File: config.mk
export PLATFORM = sky130hd
export DESIGN_NAME = note_tone_gen_flat
export DESIGN_NICKNAME = d
export VERILOG_FILES = /design/src/rtl/note_tone_gen_if.sv /design/src/rtl/note_tone_gen.sv /design/src/flat_wrapper.sv
export SDC_FILE = /design/constraint.sdc
export NUM_CORES = 1
export LEC_CHECK = 0
export CAP_MARGIN = 10
export CORE_AREA = 2 2 99 120
export CTS_CLUSTER_SIZE = 10
export DETAILED_ROUTE_END_ITERATION = 10
export DIE_AREA = 0 0 101 122
export PLACE_DENSITY = 0.43
export SYNTH_ARGS = -nofsm -noshare
export SYNTH_HDL_FRONTEND = slang
export SYNTH_SLANG_ARGS = --single-unit
File: constraint.sdc
create_clock -name CLK -period 3.61 [get_ports CLK]
set_input_delay 0.361 -clock CLK [delete_from_list [all_inputs] [get_ports CLK]]
set_output_delay 0.361 -clock CLK [all_outputs]
set_load 0.01 [all_outputs]
File: src/rtl/note_tone_gen_if.sv
// Note bus between the note sequencer and the tone generator: note code and
// mute control in, speaker drive and status out.
interface note_tone_gen_if;
  logic       enable;
  logic [3:0] note_in;
  logic       speaker;
  logic       active;
  logic [3:0] cur_note;

  modport master (
    output enable,
    output note_in,
    input  speaker,
    input  active,
    input  cur_note
  );

  modport slave (
    input  enable,
    input  note_in,
    output speaker,
    output active,
    output cur_note
  );
endinterface

File: src/rtl/note_tone_gen.sv
// Square-wave tone generator: re-times and debounces the 4-bit note bus, then
// toggles the speaker every H cycles, switching pitch only on half-period boundaries.
module note_tone_gen #(
  parameter int SYNC_STAGES   = 2,
  parameter int STABLE_CYCLES = 16,
  parameter int CNT_W         = 18,
  parameter int H_SHIFT       = 0   // divides the pitch table by 2**H_SHIFT; 0 in silicon
) (
  input  logic           CLK,
  input  logic           RESET,
  note_tone_gen_if.slave bus
);

  // state | meaning
  // IDLE  | speaker held low, phase counter cleared
  // PLAY  | speaker toggles every H_active cycles
  typedef enum logic {
    IDLE = 1'b0,
    PLAY = 1'b1
  } state_t;

  localparam int                STAB_W    = (STABLE_CYCLES > 1) ? $clog2(STABLE_CYCLES) : 1;
  localparam logic [STAB_W-1:0] STAB_MAX  = STAB_W'(STABLE_CYCLES - 1);
  localparam logic [3:0]        NOTE_NONE = 4'h8;

  function automatic logic [CNT_W-1:0] h_of(input logic [2:0] code);
    logic [CNT_W-1:0] h;
    h = '0;
    case (code)
      3'd0: h = CNT_W'(95557  >> H_SHIFT);
      3'd1: h = CNT_W'(101239 >> H_SHIFT);
      3'd2: h = CNT_W'(113636 >> H_SHIFT);
      3'd3: h = CNT_W'(127551 >> H_SHIFT);
      3'd4: h = CNT_W'(143172 >> H_SHIFT);
      3'd5: h = CNT_W'(151686 >> H_SHIFT);
      3'd6: h = CNT_W'(170265 >> H_SHIFT);
      3'd7: h = CNT_W'(191110 >> H_SHIFT);
      default: h = '0;
    endcase
    return h;
  endfunction

  logic [SYNC_STAGES-1:0][3:0] sync_q, sync_d;
  logic [3:0]                  prev_q, prev_d;
  logic [STAB_W-1:0]           stab_q, stab_d;
  logic [3:0]                  cur_note_q, cur_note_d;
  logic                        enable_q, enable_d;
  state_t                      state_q, state_d;
  logic                        speaker_q, speaker_d;
  logic [CNT_W-1:0]            ph_cnt_q, ph_cnt_d;
  logic [2:0]                  act_code_q, act_code_d;
  logic [2:0]                  pend_code_q, pend_code_d;
  logic                        pend_vld_q, pend_vld_d;

  logic [3:0]       sync_note;
  logic             accept;
  logic             acc_pitch;
  logic             acc_stop;
  logic             en_rise;
  logic             boundary;
  logic [CNT_W-1:0] h_active;

  // Input filter: a code is accepted on the edge where its run length reaches the threshold.
  always_comb begin
    sync_d    = {sync_q[SYNC_STAGES-2:0], bus.note_in};
    sync_note = sync_q[SYNC_STAGES-1];
    prev_d    = sync_note;
    if (sync_note != prev_q) begin
      stab_d = '0;
    end else if (stab_q != STAB_MAX) begin
      stab_d = stab_q + 1'b1;
    end else begin
      stab_d = stab_q;
    end
    accept     = (stab_d == STAB_MAX) && (sync_note != cur_note_q);
    cur_note_d = accept ? sync_note : cur_note_q;
    acc_pitch  = accept && !sync_note[3];
    acc_stop   = accept && sync_note[3];
    enable_d   = bus.enable;
    en_rise    = bus.enable && !enable_q;
  end

  always_comb begin
    state_d     = state_q;
    speaker_d   = speaker_q;
    ph_cnt_d    = ph_cnt_q;
    act_code_d  = act_code_q;
    pend_code_d = pend_code_q;
    pend_vld_d  = pend_vld_q;
    h_active    = h_of(act_code_q);
    boundary    = (ph_cnt_q == h_active - 1'b1);

    case (state_q)
      IDLE: begin
        speaker_d  = 1'b0;
        ph_cnt_d   = '0;
        pend_vld_d = 1'b0;
        if (bus.enable && acc_pitch) begin
          state_d    = PLAY;
          speaker_d  = 1'b1;
          act_code_d = sync_note[2:0];
        end else if (en_rise && !acc_stop && !cur_note_q[3]) begin
          state_d    = PLAY;
          speaker_d  = 1'b1;
          act_code_d = cur_note_q[2:0];
        end
      end

      PLAY: begin
        if (!bus.enable || acc_stop) begin
          // A stop beats a coincident boundary so the pin always ends low.
          state_d    = IDLE;
          speaker_d  = 1'b0;
          ph_cnt_d   = '0;
          pend_vld_d = 1'b0;
        end else if (boundary) begin
          ph_cnt_d   = '0;
          speaker_d  = !speaker_q;
          pend_vld_d = 1'b0;
          if (acc_pitch) begin
            act_code_d = sync_note[2:0];
          end else if (pend_vld_q) begin
            act_code_d = pend_code_q;
          end
        end else begin
          ph_cnt_d = ph_cnt_q + 1'b1;
          if (acc_pitch) begin
            pend_code_d = sync_note[2:0];
            pend_vld_d  = 1'b1;
          end
        end
      end

      default: begin
        state_d   = IDLE;
        speaker_d = 1'b0;
        ph_cnt_d  = '0;
      end
    endcase
  end

  always_ff @(posedge CLK or posedge RESET) begin
    if (RESET) begin
      sync_q      <= {SYNC_STAGES{NOTE_NONE}};
      prev_q      <= NOTE_NONE;
      stab_q      <= '0;
      cur_note_q  <= NOTE_NONE;
      enable_q    <= 1'b0;
      state_q     <= IDLE;
      speaker_q   <= 1'b0;
      ph_cnt_q    <= '0;
      act_code_q  <= '0;
      pend_code_q <= '0;
      pend_vld_q  <= 1'b0;
    end else begin
      sync_q      <= sync_d;
      prev_q      <= prev_d;
      stab_q      <= stab_d;
      cur_note_q  <= cur_note_d;
      enable_q    <= enable_d;
      state_q     <= state_d;
      speaker_q   <= speaker_d;
      ph_cnt_q    <= ph_cnt_d;
      act_code_q  <= act_code_d;
      pend_code_q <= pend_code_d;
      pend_vld_q  <= pend_vld_d;
    end
  end

  assign bus.speaker  = speaker_q;
  assign bus.active   = (state_q == PLAY);
  assign bus.cur_note = cur_note_q;

endmodule
File: src/flat_wrapper.sv
// flat-port wrapper written by rule: the top's interface ports become plain ports
module note_tone_gen_flat 
#(
  parameter int SYNC_STAGES   = 2,
  parameter int STABLE_CYCLES = 16,
  parameter int CNT_W         = 18,
  parameter int H_SHIFT       = 0                                                         
)
  (CLK, RESET, bus_enable, bus_note_in, bus_speaker, bus_active, bus_cur_note);
  note_tone_gen_if bus_i ();
  input  logic CLK;
  input  logic RESET;
  input wire logic [$bits(bus_i.enable)-1:0] bus_enable;
  input wire logic [$bits(bus_i.note_in)-1:0] bus_note_in;
  output wire logic [$bits(bus_i.speaker)-1:0] bus_speaker;
  output wire logic [$bits(bus_i.active)-1:0] bus_active;
  output wire logic [$bits(bus_i.cur_note)-1:0] bus_cur_note;
  assign bus_i.enable = bus_enable;
  assign bus_i.note_in = bus_note_in;
  assign bus_speaker = bus_i.speaker;
  assign bus_active = bus_i.active;
  assign bus_cur_note = bus_i.cur_note;
  note_tone_gen #(.SYNC_STAGES(SYNC_STAGES), .STABLE_CYCLES(STABLE_CYCLES), .CNT_W(CNT_W), .H_SHIFT(H_SHIFT)) u_core (.CLK(CLK), .RESET(RESET), .bus(bus_i));
endmodule
==> results.yml <==
status:
  status: "completed"
synthesis:
  syn_avg_cell_area_sq_um: 9.92
  synth_enable_flop_cells: 0
  ys_ff_latch: 48
  yosys_warnings: 0
  synth_top_area_cell: "dfrtp_1"
  synth_top_area_share_pct: 42.0
  syn_inst: 264
  ys_types: 48
  synth_ff_type: "dfrtp_1"
  synthesis.nets: 280
  async_reset_ff_share_pct: 100
  mappedNetlistArea_sq_um: 2620
  synthTopCellsByArea: "dfrtp_1 (42%), xnor2_1 (7.7%), nor2_1 (5.7%)"
  yosysSeqAreaShare_pct: 46.1
finish:
  nets: 294
  areaGrowthSynthToFinish_pct: 16.1
  drive_gt1_share_pct: 9.68
  n_antenna_cell: 0
  final_area_sq_um: 3040
setup_path:
  worstPathRequired_ps: 3780
  critical_path_class: "reg -> reg"
  cp-endpoint: "u_core.act_code_q[2]"
  cp-start-kind: "register"
  crit_fanout: 6
  r2r-start: "u_core.act_code_q[0]"
  r2r_setup_slack_ps: 300
  crit_arrival_ps: 3480
  cp-end-kind: "register"
  crit_start: "u_core.act_code_q[0]"
  ff2ff_path_depth: 12
  r2r-end: "u_core.act_code_q[2]"
clock_tree:
  cts_inserted_buffers: 5
  cts.path.max_buffers: 2
  htree_levels: 2
  ctsHoldBuffers: 0
  tritoncts: "built"
  clk_latency_ps: 280
  ctsResizeCount: 0
  path_clk_slew_ps: 60
  post_cts_buffers: 0
  cts_root_buf: "clkbuf_16"
  clock_sinks: 48
floorplan:
  core_sq_um: 11300
  dieArea_sq_um: 12300
  dieHeight_microns: 122
  start_util_pct: 23.2
  num_io_pins: 13
  die_w_microns: 101
  num_rows: 43
drt:
  vias_per_cell: 4.60
  drt_pre_antenna_iters: 4
  num_vias: 1903
  routed_wl_microns: 5620
  post_drt_wl_per_cell_microns: 13.6
  drc: 0
  ant_nets: 0
  drt_iter0_markers: 50
worst_hold_path:
  hold_path.class: "reg -> reg"
flow_run:
  maxCapViolations: 0
pwr:
  ir_drop_v: 0.000159
  power_density_nw_per_um2: 402
  p_leak_nw: 1.24
  total_power_w: 0.00122
timing:
  fin_setup_tns_ps: 0
  setup_viol_count_final: 0
  drv_slew: 0
  holdWs_ps: 348
  hold_viol: 0
  clock_skew_ps: 5.41
  max_freq_mhz: 302
  relSlewSlack_pct: 31.7
  timing.final.crit_share_pct: 91.7
  rsz0062_at_grt: "false"
  min_period_ps: 3310
  tightest_slew_ps: 1020
grt:
  antenna_found_initial: 0
  grt_pass1_wl_microns: 9610
  grt_pass1_vias: 1908
  track_usage_pct: 9.92
  grt_overflow: 0
  grt_max_degree: 49
placed_design:
  portBuffers: 12
  dpl_cell_area_sq_um: 2890
  gp_congestion: 0.863
  dpl.hpwl_microns: 3990
==> cell usage after synthesis, types with 2 or more instances <==
cell type,number
xnor2_1,23
nor3b_1,3
xor2_1,14
nand4_1,8
mux2i_1,2
inv_1,9
nor2_1,40
nor4_1,2
or3_1,4
and3_1,4
clkbuf_1,4
nand3_1,10
dfstp_2,4
nor2b_1,3
mux2_2,10
dfrtp_1,44
nand2_1,14
buf_2,3
a211oi_1,2
ha_1,9
o21ai_0,6
nor4bb_1,2
a21oi_1,10
nor3_1,10
==> per-layer routing <==
layer | track usage [%] | share of wire [%] | vias up
met2 | 16.5 | 49 | 33
met4 | 4.48 | 2.7 | 0
li1 | - | - | 947
met3 | 2.24 | 2.3 | 10
met1 | 12.2 | 46 | 913
met5 | 0 | 0 | -
==> through the flow <==
| stage | utilization, % | cells | setup WS (ps) |
|---|---|---|---|
| 6_report | 26.9 | 414 | 300 |
| 5_1_grt | 26.9 | 414 | 88.5 |
| 4_1_cts | 26.9 | 414 | 283 |
| 3_5_place_dp | 25.6 | 406 | 314 |
| 3_3_place_gp | 25.6 | 406 | 426 |
| 2_1_floorplan | - | 264 | 532 |
==> area by class of cell <==
| class | instances | area (sq um) |
|---|---|---|
| Multi-Input combinational cell | 199 | 1340 |
| Timing Repair Buffer | 15 | 143 |
| Clock buffer | 8 | 146 |
| Tap cell | 135 | 169 |
| Fill cell | 1200 | 8260 |
| Sequential cell | 48 | 1210 |
| Inverter | 9 | 33.8 |
==> cell families (layout without fill, tap and decap cells) <==
group / Yosys count / after routing / synth area share, %
muxes: 12 / 12 / 5.06
and+or+nand+nor: 111 / 111 / 21.7
adders and majority gates: 9 / 9 / 4.30
AOI/OAI and AO/OA: 30 / 30 / 7.79
xor gates and xnor gates: 37 / 37 / 12.4
buffers and inverters: 17 / 32 / 2.72
DFF: 48 / 48 / 46.1
==> cell usage in the layout, fill, tap and decap left out, types with 5 or more instances in the layout <==
cell type,n
a21oi_1,10
clkbuf_16,5
clkdlybuf4s50_1,12
dfrtp_1,44
ha_1,9
inv_1,8
mux2_2,10
nand2_1,14
nand3_1,10
nand4_1,8
nor2_1,40
nor3_1,10
o21ai_0,6
xnor2_1,23
xor2_1,14
==> power by group <==
part	total [W]	leakage, nW	switching (W)	internal [W]
Clock	0.000467	0.0712	0.000190	0.000277
Combinational	0.000185	0.543	0.000105	0.0000798
Sequential	0.000570	0.628	0.0000164	0.000554
Total	0.00122	1.24	0.000312	0.000910
==> worst min-delay path by stage <==
stage                startpoint          endpoint  slack [ps]  cells past startpoint
2_1_floorplan  u_core.sync_d[4]  u_core.prev_d[0]         330                      0
3_3_place_gp   u_core.sync_d[6]  u_core.prev_d[2]         330                      0
3_5_place_dp   u_core.sync_d[6]  u_core.prev_d[2]         330                      0
4_1_cts        u_core.sync_d[6]  u_core.prev_d[2]         350                      0
5_1_grt        u_core.sync_d[5]  u_core.prev_d[1]         360                      0
6_report       u_core.sync_d[6]  u_core.prev_d[2]         350                      0
==> sequential cells by signal, summed over array words and instances (netlist names) <==
| signal | cells |
|---|---|
| u_core.sync_d | 4 |
| u_core.bus.cur_note | 4 |
| u_core.pend_vld_q | 1 |
| u_core.enable_q | 1 |
| u_core.ph_cnt_q | 18 |
| u_core.stab_q | 4 |
| u_core.pend_code_q | 3 |
| u_core.prev_q | 4 |
| u_core.bus.speaker | 1 |
| u_core.prev_d | 4 |
| u_core.bus.active | 1 |
| u_core.act_code_q | 3 |
==> critical path: stages, from the launching register on <==
cell	delay [ps]
dfrtp_1	370
inv_1	140
ha_1	270
nor2_1	80
a21oi_1	130
ha_1	220
xor2_1	220
o22ai_1	120
a2111oi_2	340
nand4b_1	190
o41a_1	440
and4b_2	340
mux2_2	340
(Power assumes the default switching activity.)
